### src/rtl/data_mem_ctrl_if.sv
// data_mem_ctrl_if: MEM-stage request bus plus external data-memory bus of the data memory controller.
interface data_mem_ctrl_if;
    logic [31:0] mem_addr;
    logic        mem_re;
    logic        mem_we;
    logic [31:0] mem_wdata;
    logic [31:0] mem_rdata;
    logic        stall;
    logic        err;
    logic [31:0] ext_addr;
    logic [31:0] ext_wdata;
    logic        ext_re;
    logic        ext_we;
    logic [31:0] ext_rdata;
    logic        ext_ack;
    modport slave (
        input  mem_addr, mem_re, mem_we, mem_wdata, ext_rdata, ext_ack,
        output mem_rdata, stall, err, ext_addr, ext_wdata, ext_re, ext_we
    );
    modport master (
        output mem_addr, mem_re, mem_we, mem_wdata, ext_rdata, ext_ack,
        input  mem_rdata, stall, err, ext_addr, ext_wdata, ext_re, ext_we
    );
endinterface

### src/rtl/data_mem_ctrl.sv
// data_mem_ctrl: IDLE/ACCESS/DONE bridge from the MEM stage to an acked external memory, with timeout abort.
module data_mem_ctrl #(
    parameter int          TIMEOUT  = 16,
    parameter logic [31:0] ERR_DATA = 32'hDEAD_BEEF
) (
    input logic            clk,
    input logic            rst,
    data_mem_ctrl_if.slave bus
);
    localparam int CW = $clog2(TIMEOUT + 1);
    typedef enum logic [1:0] {IDLE, ACCESS, DONE} state_t;
    state_t        state;
    logic [CW-1:0] cnt;
    logic [31:0]   addr_q;
    logic [31:0]   wdata_q;
    logic [31:0]   rdata_q;
    logic          op_we;
    logic          err_q;
    logic          req;
    assign req = bus.mem_re | bus.mem_we;
    always_ff @(posedge clk) begin
        if (!rst) begin
            state   <= IDLE;
            cnt     <= '0;
            addr_q  <= '0;
            wdata_q <= '0;
            rdata_q <= '0;
            op_we   <= 1'b0;
            err_q   <= 1'b0;
        end else begin
            case (state)
                IDLE: if (req) begin
                    addr_q  <= bus.mem_addr;
                    wdata_q <= bus.mem_wdata;
                    op_we   <= bus.mem_we;
                    cnt     <= '0;
                    // simultaneous read+write degrades to a write and flags the conflict
                    if (bus.mem_re & bus.mem_we) err_q <= 1'b1;
                    state   <= ACCESS;
                end
                ACCESS: if (bus.ext_ack) begin
                    if (!op_we) rdata_q <= bus.ext_rdata;
                    state <= DONE;
                end else if (cnt == CW'(TIMEOUT - 1)) begin
                    err_q <= 1'b1;
                    if (!op_we) rdata_q <= ERR_DATA;
                    state <= DONE;
                end else begin
                    cnt <= cnt + 1'b1;
                end
                default: state <= IDLE;
            endcase
        end
    end
    assign bus.stall     = (state == IDLE && req) || state == ACCESS;
    assign bus.ext_re    = state == ACCESS && !op_we;
    assign bus.ext_we    = state == ACCESS && op_we;
    assign bus.ext_addr  = addr_q;
    assign bus.ext_wdata = wdata_q;
    assign bus.mem_rdata = rdata_q;
    assign bus.err       = err_q;
endmodule

### src/flat_wrapper.sv
// flat-port wrapper written by rule: the top's interface ports become plain ports
module data_mem_ctrl_flat 
#(
    parameter int          TIMEOUT  = 16,
    parameter logic [31:0] ERR_DATA = 32'hDEAD_BEEF
)
  (clk, rst, bus_mem_addr, bus_mem_re, bus_mem_we, bus_mem_wdata, bus_ext_rdata, bus_ext_ack, bus_mem_rdata, bus_stall, bus_err, bus_ext_addr, bus_ext_wdata, bus_ext_re, bus_ext_we);
  data_mem_ctrl_if bus_i ();
  input logic clk;
  input logic rst;
  input wire logic [$bits(bus_i.mem_addr)-1:0] bus_mem_addr;
  input wire logic [$bits(bus_i.mem_re)-1:0] bus_mem_re;
  input wire logic [$bits(bus_i.mem_we)-1:0] bus_mem_we;
  input wire logic [$bits(bus_i.mem_wdata)-1:0] bus_mem_wdata;
  input wire logic [$bits(bus_i.ext_rdata)-1:0] bus_ext_rdata;
  input wire logic [$bits(bus_i.ext_ack)-1:0] bus_ext_ack;
  output wire logic [$bits(bus_i.mem_rdata)-1:0] bus_mem_rdata;
  output wire logic [$bits(bus_i.stall)-1:0] bus_stall;
  output wire logic [$bits(bus_i.err)-1:0] bus_err;
  output wire logic [$bits(bus_i.ext_addr)-1:0] bus_ext_addr;
  output wire logic [$bits(bus_i.ext_wdata)-1:0] bus_ext_wdata;
  output wire logic [$bits(bus_i.ext_re)-1:0] bus_ext_re;
  output wire logic [$bits(bus_i.ext_we)-1:0] bus_ext_we;
  assign bus_i.mem_addr = bus_mem_addr;
  assign bus_i.mem_re = bus_mem_re;
  assign bus_i.mem_we = bus_mem_we;
  assign bus_i.mem_wdata = bus_mem_wdata;
  assign bus_i.ext_rdata = bus_ext_rdata;
  assign bus_i.ext_ack = bus_ext_ack;
  assign bus_mem_rdata = bus_i.mem_rdata;
  assign bus_stall = bus_i.stall;
  assign bus_err = bus_i.err;
  assign bus_ext_addr = bus_i.ext_addr;
  assign bus_ext_wdata = bus_i.ext_wdata;
  assign bus_ext_re = bus_i.ext_re;
  assign bus_ext_we = bus_i.ext_we;
  data_mem_ctrl #(.TIMEOUT(TIMEOUT), .ERR_DATA(ERR_DATA)) u_core (.clk(clk), .rst(rst), .bus(bus_i));
endmodule
### config.mk
export PLATFORM = sky130hd
export DESIGN_NAME = data_mem_ctrl_flat
export DESIGN_NICKNAME = d
export VERILOG_FILES = /design/src/rtl/data_mem_ctrl_if.sv /design/src/rtl/data_mem_ctrl.sv /design/src/flat_wrapper.sv
export SDC_FILE = /design/constraint.sdc
export NUM_CORES = 1
export LEC_CHECK = 0
export BUFFER_PORTS_ARGS = -buffer_cell sky130_fd_sc_hd__buf_2
export CAP_MARGIN = 20
export CORE_MARGIN = 2
export CORE_UTILIZATION = 35
export CTS_CLUSTER_SIZE = 20
export DETAILED_ROUTE_END_ITERATION = 16
export HOLD_SLACK_MARGIN = 0.08
export PLACE_DENSITY = 0.63
export SLEW_MARGIN = 20
export SYNTH_ARGS = -nofsm -noshare
export SYNTH_HDL_FRONTEND = slang
export SYNTH_SLANG_ARGS = --single-unit
### constraint.sdc
create_clock -name clk -period 5.5 [get_ports clk]
set_clock_uncertainty 0.1 [all_clocks]
set_input_delay 1.1 -clock clk [delete_from_list [all_inputs] [get_ports clk]]
set_output_delay 1.1 -clock clk [all_outputs]
set_load 0.05 [all_outputs]
==> flow_summary.toml <==
[clock_tree]
clock_path_buffers = 2
ctsResizeCount = 0
cts_made_buffers = 9
post_cts_buffers = 0
cts_max_level = 3
cts_tree = "done"
clk_transition_reported_paths_ns = 0.07
clock_latency_ns = 0.33
cts-hold-fix-buffers = 0
cts_num_sinks = 105
cts-root-buf = "clkbuf_16"

[finish]
nets = 714
utilization_pct = 48.4
final_cell_area_um2 = 5290
num_antenna_cells = 0
drive_above_1_share_pct = 41.0
final_cell_mix = "buf_2 (200), dfxtp_1 (105), a21oi_1 (76)"
synthToLayoutAreaGrowth_pct = 33.4
final_common_cell = "buf_2"

[die]
rows = 38
die_area_um2 = 12200
start_util_pct = 36.2
core_um2 = 10900
fp.dieH_um = 110
ioPinCount = 201
dieWidth_um = 110

[synthesis]
seq_area_frac_synth_pct = 53.0
synth.top_cell.area_share_pct = 53.0
synth_edf_count = 0
synth_largest_area_cell = "dfxtp_1"
synth-seq-cells = 105
synth_nets = 547
syn_area_per_cell_um2 = 8.95
synth_ff_type = "dfxtp_1"
netlist_area_um2 = 3960
yosys_warnings = 0
ys_top_cells_by_area = "dfxtp_1 (53%), a21oi_1 (9.6%), o21ai_0 (9.2%), nand3_1 (8.2%), o221a_2 (6.8%)"
synthArstFlopShare_pct = 0
synth.distinct_cells = 36
syn_inst = 443

[critical_path]
rr_worst_depth = 6
cp_data_required_time_ns = 4.30
critPathArrivalTime_ns = 2.24
cpMostUsedCell = "buf_2"
r2r_start = "u_core.cnt[0]$_SDFFE_PN0P_"
cp_slowest_cell = "buf_4"
r2r_end = "u_core.cnt[4]$_SDFFE_PN0P_"
path_class = "in2out"
r2r_setup_slack_ns = 3.10
slowest_delay_ns = 0.48
startpoint_type = "input port"
critPathCaptureType = "primary output"
worstPathCellList = "buf_2, nor2_4, buf_4, o21ai_0, buf_2"
worst-path-max-fanout = 68

[timing]
timing.hold.ws_ns = 0.371
final-setup-viol-count = 0
timing.final.crit_share_pct = 62.6
drv_slew = 0
min_period_ns = 3.44
rsz0062_at_grt = "false"
fmax_ghz = 0.291
relSlewSlack_pct = 48.0
finalSetupTns_ns = 0
worst_pin_slew_ns = 0.777
hold_viol = 0

[grt]
grtUsageTotal_pct = 17.5
grt_max_degree = 69
grt_pass1_wl_um = 18100
grt.overflow.total = 0
antenna_found_initial = 0
grt_pass1_vias = 3775

[detailed_routing]
dr.pass1.iters = 4
finalWirelength_um = 11100
drc_errors = 0
drtAntennaViolNets = 0
drt_iter0_drc = 338
vias = 4012
via_per_inst = 5.31
wl_per_cell_um = 14.8

[power_and_ir_drop]
finalPower_uw = 1900
ir_drop_uv = 165
powerDensity_nw_per_um2 = 360
p_leak_uw = 0.00241

[place]
port_buffers = 200
placed_area_um2 = 5000
gp_congestion = 0.788
hpwl_um = 7460

[run]
drv_cap = 0

[worst_hold_path]
min_from = "u_core.bus.mem_rdata[20]$_SDFFE_PN0P_"
hold_end = "u_core.bus.mem_rdata[20]$_SDFFE_PN0P_"
hold_class = "reg2reg"
holdPathStages = 2

[run_status]
outcome = "finished, final reports clean"
[worst max-delay path by stage]
| stage | from | slack, ns | end | cells after the start |
|---|---|---|---|---|
| 6_report | bus_mem_we | 2.06 | bus_stall | 5 |
| 5_1_grt | bus_mem_we | 1.94 | bus_stall | 5 |
| 4_1_cts | bus_mem_we | 2.03 | bus_stall | 5 |
| 3_5_place_dp | bus_mem_we | 2.03 | bus_stall | 5 |
| 3_3_place_gp | bus_mem_we | 2.06 | bus_stall | 5 |
| 2_1_floorplan | bus_mem_we | 1.67 | bus_stall | 4 |
[through the flow]
| step | instances | setup WS, ns |
|---|---|---|
| after global routing | 755 | 1.94 |
| final | 755 | 2.06 |
| after global placement | 739 | 2.06 |
| after detailed placement | 739 | 2.03 |
| after CTS | 755 | 2.03 |
| after floorplan | 443 | 1.67 |
[cells in the mapped netlist (all sizes together) (3+ instances only)]
| cell | instances |
|---|---|
| or2 | 3 |
| ha | 3 |
| nand3 | 65 |
| nor2 | 6 |
| clkbuf | 42 |
| o221a | 24 |
| inv | 5 |
| o21ai | 73 |
| a21oi | 76 |
| o211ai | 3 |
| nand2 | 11 |
| dfxtp | 105 |
| buf | 6 |
[where the power goes]
part / switching (µW) / leakage (µW) / internal (µW)
sequential: 28.7 / 0.000862 / 816
clock: 277 / 0.000140 / 336
combinational: 328 / 0.00141 / 117
total: 634 / 0.00241 / 1270
[critical path: cells and delay by family]
kind            cells  cell delay, ns
simple gates        1            0.09
buf+inv             3            0.85
compound gates      1            0.18
[sequential cells by signal, indices dropped and copies added, names as in the netlist]
signal and cells:
u_core.bus.ext_addr 32, u_core.state 2, u_core.bus.ext_wdata 32, u_core.bus.err 1, u_core.cnt 5, u_core.op_we 1
u_core.bus.mem_rdata 32
[final cells by class]
| cell class | count | area (µm²) |
|---|---|---|
| tap | 140 | 175 |
| fill | 1076 | 5650 |
| clock buffer | 12 | 256 |
| sequential | 105 | 2100 |
| inverter | 5 | 18.8 |
| clock inverter | 4 | 33.8 |
| multi-input combinational | 285 | 1670 |
| timing repair buffer | 204 | 1030 |
[cell families after synthesis]
logic type                 synth area share (%)
AOI/OAI and AO/OA                          27.8
DFF                                        53.0
and+or+nand+nor                            12.9
buffers and inverters                      5.30
adders and majority gates                 0.947
[per-layer routing]
metal	part of all wire [%]	GRT usage (%)	vias up	wire, µm
met3	6.9	4.94	13	771
li1	-	-	1951	-
met2	49	29.7	154	5440
met1	43	21.7	1894	4780
met5	0	0	-	0
met4	1.4	4.92	0	155
Power figures use the tool's default switching activity.
